## src/rtl/instr_loader.sv

```systemverilog
// instr_loader: packs a host byte stream into 32-bit words and writes instruction memory from address 0.
// Define OPCHECK_EN to flag words whose opcode is outside the supported MIPS subset.
module instr_loader #(
  parameter int ADDR_W = 8
) (
  input  logic              clk,
  input  logic              rst,
  input  logic              start,
  input  logic              in_valid,
  input  logic [7:0]        in_byte,
  output logic              in_ready,
  output logic              imem_we,
  output logic [ADDR_W-1:0] imem_addr,
  output logic [31:0]       imem_wdata,
  output logic              cpu_hold,
  output logic              busy,
  output logic              done,
  output logic              err
);
  typedef enum logic [2:0] {IDLE, HDR, DATA, WRITE, FIN} state_t;
  state_t state_q, state_d;
  logic [15:0] cnt_q, cnt_d, wc_q, wc_d;
  logic [1:0] bc_q, bc_d;
  logic [31:0] sh_q, sh_d;
  logic [ADDR_W-1:0] addr_q, addr_d;
  logic err_q, err_d, fire, ovf, last, bad_op;
  assign in_ready = (state_q == HDR) || (state_q == DATA);
  assign fire = in_valid & in_ready;
  assign ovf = 32'(wc_q) >= (32'd1 << ADDR_W);
  assign last = (wc_q + 16'd1) == cnt_q;
`ifdef OPCHECK_EN
  assign bad_op = !(sh_q[31:26] inside {6'b000000, 6'b001000, 6'b100011, 6'b101011, 6'b001100, 6'b000100, 6'b000011});
`else
  assign bad_op = 1'b0;
`endif
  always_comb begin
    state_d = state_q;
    cnt_d = cnt_q;
    wc_d = wc_q;
    bc_d = bc_q;
    sh_d = sh_q;
    addr_d = addr_q;
    err_d = err_q;
    case (state_q)
      IDLE: if (start) begin
        state_d = HDR;
        err_d = 1'b0;
        cnt_d = '0;
        wc_d = '0;
        bc_d = '0;
        addr_d = '0;
      end
      HDR: if (fire) begin
        cnt_d = {cnt_q[7:0], in_byte};
        bc_d = bc_q[0] ? 2'd0 : 2'd1;
        if (bc_q[0]) state_d = (cnt_d == 16'd0) ? FIN : DATA;
      end
      DATA: if (fire) begin
        sh_d = {sh_q[23:0], in_byte};
        bc_d = bc_q + 2'd1;
        if (bc_q == 2'd3) state_d = WRITE;
      end
      WRITE: begin
        wc_d = wc_q + 16'd1;
        // saturate so overflowed words never alias low addresses
        addr_d = (addr_q == '1) ? addr_q : addr_q + 1'b1;
        err_d = err_q | ovf | bad_op;
        state_d = last ? FIN : DATA;
      end
      FIN: state_d = IDLE;
      default: state_d = IDLE;
    endcase
  end
  always_ff @(posedge clk or posedge rst) begin
    if (rst) begin
      state_q <= IDLE;
      cnt_q <= '0;
      wc_q <= '0;
      bc_q <= '0;
      sh_q <= '0;
      addr_q <= '0;
      err_q <= 1'b0;
    end else begin
      state_q <= state_d;
      cnt_q <= cnt_d;
      wc_q <= wc_d;
      bc_q <= bc_d;
      sh_q <= sh_d;
      addr_q <= addr_d;
      err_q <= err_d;
    end
  end
  assign imem_we = (state_q == WRITE) && !ovf;
  assign imem_addr = addr_q;
  assign imem_wdata = sh_q;
  assign busy = state_q != IDLE;
  assign cpu_hold = state_q != IDLE;
  assign done = state_q == FIN;
  assign err = err_q;
endmodule

```

## config.mk

```make
export PLATFORM = sky130hd
export DESIGN_NAME = instr_loader
export DESIGN_NICKNAME = d
export VERILOG_FILES = /design/src/rtl/instr_loader.sv
export SDC_FILE = /design/constraint.sdc
export NUM_CORES = 1
export LEC_CHECK = 0
export BUFFER_PORTS_ARGS = -buffer_cell sky130_fd_sc_hd__buf_2
export CAP_MARGIN = 30
export CELL_PAD_IN_SITES_DETAIL_PLACEMENT = 2
export CELL_PAD_IN_SITES_GLOBAL_PLACEMENT = 2
export CORE_MARGIN = 4
export CORE_UTILIZATION = 37
export DETAILED_ROUTE_END_ITERATION = 6
export PLACE_DENSITY = 0.89
export SLEW_MARGIN = 15
export SYNTH_ARGS = -nofsm -noshare
export SYNTH_HDL_FRONTEND = slang
export SYNTH_SLANG_ARGS = --single-unit
```

## constraint.sdc

```tcl
create_clock -name clk -period 2.7 [get_ports clk]
set_clock_uncertainty 0.05 [all_clocks]
set_input_delay 0 -clock clk [delete_from_list [all_inputs] [get_ports clk]]
set_output_delay 0 -clock clk [all_outputs]
set_load 0.03 [all_outputs]
```

* Yosys cells after proc, flatten, opt, wreduce, memory -nomap -nowiden
Cells that the tools add are included.
Storage, ports and cells: register bits after elaboration 78, input bits 12, output and inout port bits 46, word-level logic and storage cells 63
Cells by class: $add $sub $neg 3, magnitude comparators 1, equal/unequal tests 13, mux-type cells 22, bitwise gates (word level) 2, reductions and logical operators 15
Operator list (number):
- 16-bit case mux with 2 select lines | 2
- 16-bit 2-to-1 mux | 2
- 3-bit 2-to-1 mux | 7
- 16-bit by 1-bit adder with 16-bit output, second input constant | 1
- 16-bit == test | 1
- 16-bit by 9-bit >= comparator with 1-bit output, second input constant | 1
- 16-bit zero test | 1
- 8-bit 2-to-1 mux | 2
- 8-bit case mux with 2 select lines | 1
- 3-bit case mux with 4 select lines | 1
- 2-bit != test, second input constant | 5
- 8-bit by 1-bit adder with 8-bit output, second input constant | 1
- 8-bit == test, second input constant | 1
- 3-bit by 2-bit == test with 1-bit output, second input constant | 2
- 2-bit 2-to-1 mux | 3
- 2-bit case mux with 3 select lines | 1
- 3-bit AND reduction | 2
- 3-bit nonzero test | 2
- 5-bit AND reduction | 1
- 2-bit AND reduction | 2
- 4-bit AND reduction | 1
- 2-bit nonzero test | 2
- 3-bit by 1-bit == test with 1-bit output, second input constant | 1
- 3-bit == test, second input constant | 1
- 11 further kinds | 12

* Longest topological paths before layout
depth after elaboration 5, mapped depth 8

* Worst setup path before layout
No wires, ideal clock.
path type reg-to-reg, start reg wc_q[0], end reg state_q[1], setup time 0.124 ns, arrival 2.215 ns, setup slack 0.311 ns, cell stages (with the launch flop) 9, path through dfrtp_1 > ha_1 > and3_1 > and3_1 > buf_4 > and4bb_1 > a31oi_1 > or4_1 > o31a_1
Between the ends: longest elaborated chain between the ends 4
RTL lines:
- from (decl) | RTL line 22 | logic [15:0] cnt_q, cnt_d, wc_q, wc_d;
- from (signal assigned) | RTL line 86 | wc_q <= wc_d;
- 16-bit by 1-bit adder with 16-bit output | RTL line 30 | assign last = (wc_q + 16'd1) == cnt_q;
- 16-bit == test | RTL line 30
- 3-bit 2-to-1 mux | RTL line 68 | state_d = last ? FIN : DATA;
- 3-bit case mux with 4 select lines | RTL line 44 | case (state_q)
- to (signal assigned) | RTL line 84 | state_q <= state_d;
- to (decl) | RTL line 21 | state_t state_q, state_d;
No other way between the ends. A chain may end at the register's enable or synchronous reset.

* Worst setup path in the final report
start reg wc_q[1], end reg state_q[1]
Same word-level chain as after synthesis.

==> summary.txt <==
Status
  • Status: complete, no violations

Routing
  • Remaining antenna violation count after routing: 0
  • Final wirelength: 12.8 mm
  • Wire per inst: 23.0 um
  • Total number of vias: 3089
  • Drt first pass iters: 4
  • Drt initial violations: 162
  • Drt via density: 5.55
  • DRC viols: 0

Die
  • Die W: 110 um
  • Die Ht: 110 um
  • Initial cell density of the core: 0.386
  • Core Region: 9910 um^2
  • Die ar.: 12000 um^2
  • I/O pins: 58
  • FP Rows: 36

Global route
  • First-pass GRT wire length: 20.9 mm
  • Largest net degree at the start of global routing: 46
  • Tot GR Track Use: 0.233
  • Global route overflow: 0
  • Initial antenna violation count: 0
  • Vias in the first global route: 3654

Yosys
  • Synth top cells by count: 78 x dfrtp_1, 32 x mux2_2, 26 x nor2_1, 26 x o21ai_0, 22 x nand2_1
  • Mapped Avg Cell Area: 10.8 um^2
  • Leading area contributor after synthesis: dfrtp_1
  • Synth Register Bits: 78
  • Largest cells by area after synthesis: dfrtp_1 51%, mux2_2 9.4%, xnor2_1 4.6%
  • Number of synthesized flops with an enable pin: 0
  • Mapped Nets: 370
  • Number of distinct library cells after synthesis: 46
  • Cell count after synthesis: 354
  • Ys Warns: 0
  • Cell Area, Synth: 3830 um^2
  • Sequential share of the synthesized area: 0.510
  • Post-synthesis async set-or-reset flop share: 1.00
  • Post-synth top area share: 0.510
  • Top FF cell, synth: dfrtp_1
  • Most numerous cell in the Yosys netlist: dfrtp_1

STA
  • Slew headroom: 0.457
  • Slew @ Worst Pin: 0.814 ns
  • Hold Vio Cnt, Final: 0
  • Final worst slack: 0.176 ns
  • Unrepaired setup endpoints after global routing: false
  • Maximum clock rate: 0.396 GHz
  • Setup TNS: 0 ns
  • Final worst-path cycle share: 0.935
  • Fin crit period: 2.52 ns
  • Final setup viols: 0
  • Max-slew violation count: 0

Min path
  • Worst hold stages: 4
  • Worst hold start: start
  • Hold crit path type: in -> reg
  • WHS Endpoint: imem_addr[4]

Clock network
  • H-tree levels: 3
  • CTS tree: yes
  • Clk root buf: clkbuf_8
  • CTS Buf Count: 9
  • Worst-Skew Late Latency: 0.37 ns
  • Clk pin slew, worst setup/hold paths: 0.09 ns
  • CTS Buffer Depth: 2
  • Post-CTS Setup Repair Bufs: 0
  • CTS sink count: 78

Placed design
  • IO buf count: 57
  • DPL Wire Length: 7.90 mm
  • Placed Area: 4270 um^2
  • Pre-CTS setup slack: 0.0850 ns
  • Placer Congestion: 0.793
  • Dpl cells: 532

Finish
  • Antenna Cells: 0
  • Non-Filler Instances: 557
  • Nets: 436
  • Area growth syn-to-layout: 20.6%
  • Finished Cell Area: 4620 um^2
  • Share of layout cells above drive strength 1: 0.288

Setup path
  • R2R depth: 7
  • Critical path startpoint category: flip-flop
  • Critical path type: reg -> reg
  • R2R Path Start: wc_q[1]
  • CP Capture Type: flip-flop
  • Reg2reg setup slack: 0.18 ns
  • Worst EP arrival: 2.71 ns
  • R2R Path End: state_q[1]
  • Req. time, crit path: 2.89 ns
  • Crit-path max FO: 7

Run
  • Max-Cap Viols: 0

Power
  • PnR Total Power: 0.00586 W
  • Leakage: 2.11 nW
  • Max VDD drop: 0.664 mV
  • Power Density: 1270 nW/um^2
routing by layer:
metal  global-route usage  vias to the layer above  wire (um)
met2                0.412                       71       6780
met4               0.0748                        0        191
met3               0.0605                       19        619
met1                0.274                     1597       5240
met5                    0                        -          0
li1                     -                     1402          -
worst max-delay path, cell delays in order, from the launching register on:
cell and delay (ns):
dfrtp_2 0.42, ha_2 0.25, and3_1 0.25, and3_2 0.29
and4bb_1 0.22, a31oi_1 0.05, or4_1 0.56, o31a_1 0.30
power breakdown:
group          internal [W]  switching [W]  total (W)
Sequential          0.00160       0.000522    0.00212
Clock              0.000639       0.000488    0.00113
Combinational      0.000975        0.00164    0.00262
cell usage in the layout, fill, tap and decap left out, drive strengths merged, types with 10 or more instances in the layout:
cell type and count:
o21ai 26, dfrtp 78, nor2 27, mux2 32, nand2 22, nand3 10
a22o 18, dlygate4sd3 10, inv 11, xnor2 20, clkbuf 10, buf 64
worst max path at each step:
stage,start,end,slack (ns)
after floorplan,wc_q[0],state_q[1],0.31
after global placement,wc_q[1],state_q[1],0.18
after detailed placement,wc_q[1],state_q[1],0.08
after CTS,wc_q[1],state_q[1],0.02
after global routing,wc_q[1],state_q[1],0.03
final,wc_q[1],state_q[1],0.18
area by class of cell:
cell class	count	area, um^2
Fill cell	1041	5290
Sequential cell	78	1950
Multi-Input combinational cell	246	1760
Timing Repair Buffer	74	450
Tap cell	133	166
Clock buffer	10	138
Clock inverter	5	108
Inverter	11	41.3
kinds of logic (layout without fill, tap and decap cells):
family	count (synthesis)	count (layout)	share of synthesized area
AO/OA/AOI/OAI	74	74	0.128
XOR/XNOR	29	29	0.0663
adder cells (fa/ha/maj)	4	4	0.0131
buffers and inverters	30	100	0.0323
flip-flops	78	78	0.510
multiplexers	33	33	0.0967
AND/OR/NAND/NOR	106	106	0.154
sequential cells by signal, indices dropped and copies added, names as in the netlist:
register	cells
imem_wdata	32
cnt_q	16
wc_q	16
imem_addr	8
state_q	3
bc_q	2
err	1
through the flow:
step	util	hold WS, ns
detailed placement	0.431	0.155
finish	0.466	0.169
CTS	0.466	0.156
global route	0.466	0.168
global placement	0.431	0.130
floorplan	-	0.0827
what timing repair did:
item / in CTS / in global routing
hold buffers: 10 / 0
endpoints found under the setup margin: 0 / 2
gates resized for setup: 0 / 3
endpoints found under the hold margin: 50 / 0
Note: power is estimated with default switching activity, not from simulation.
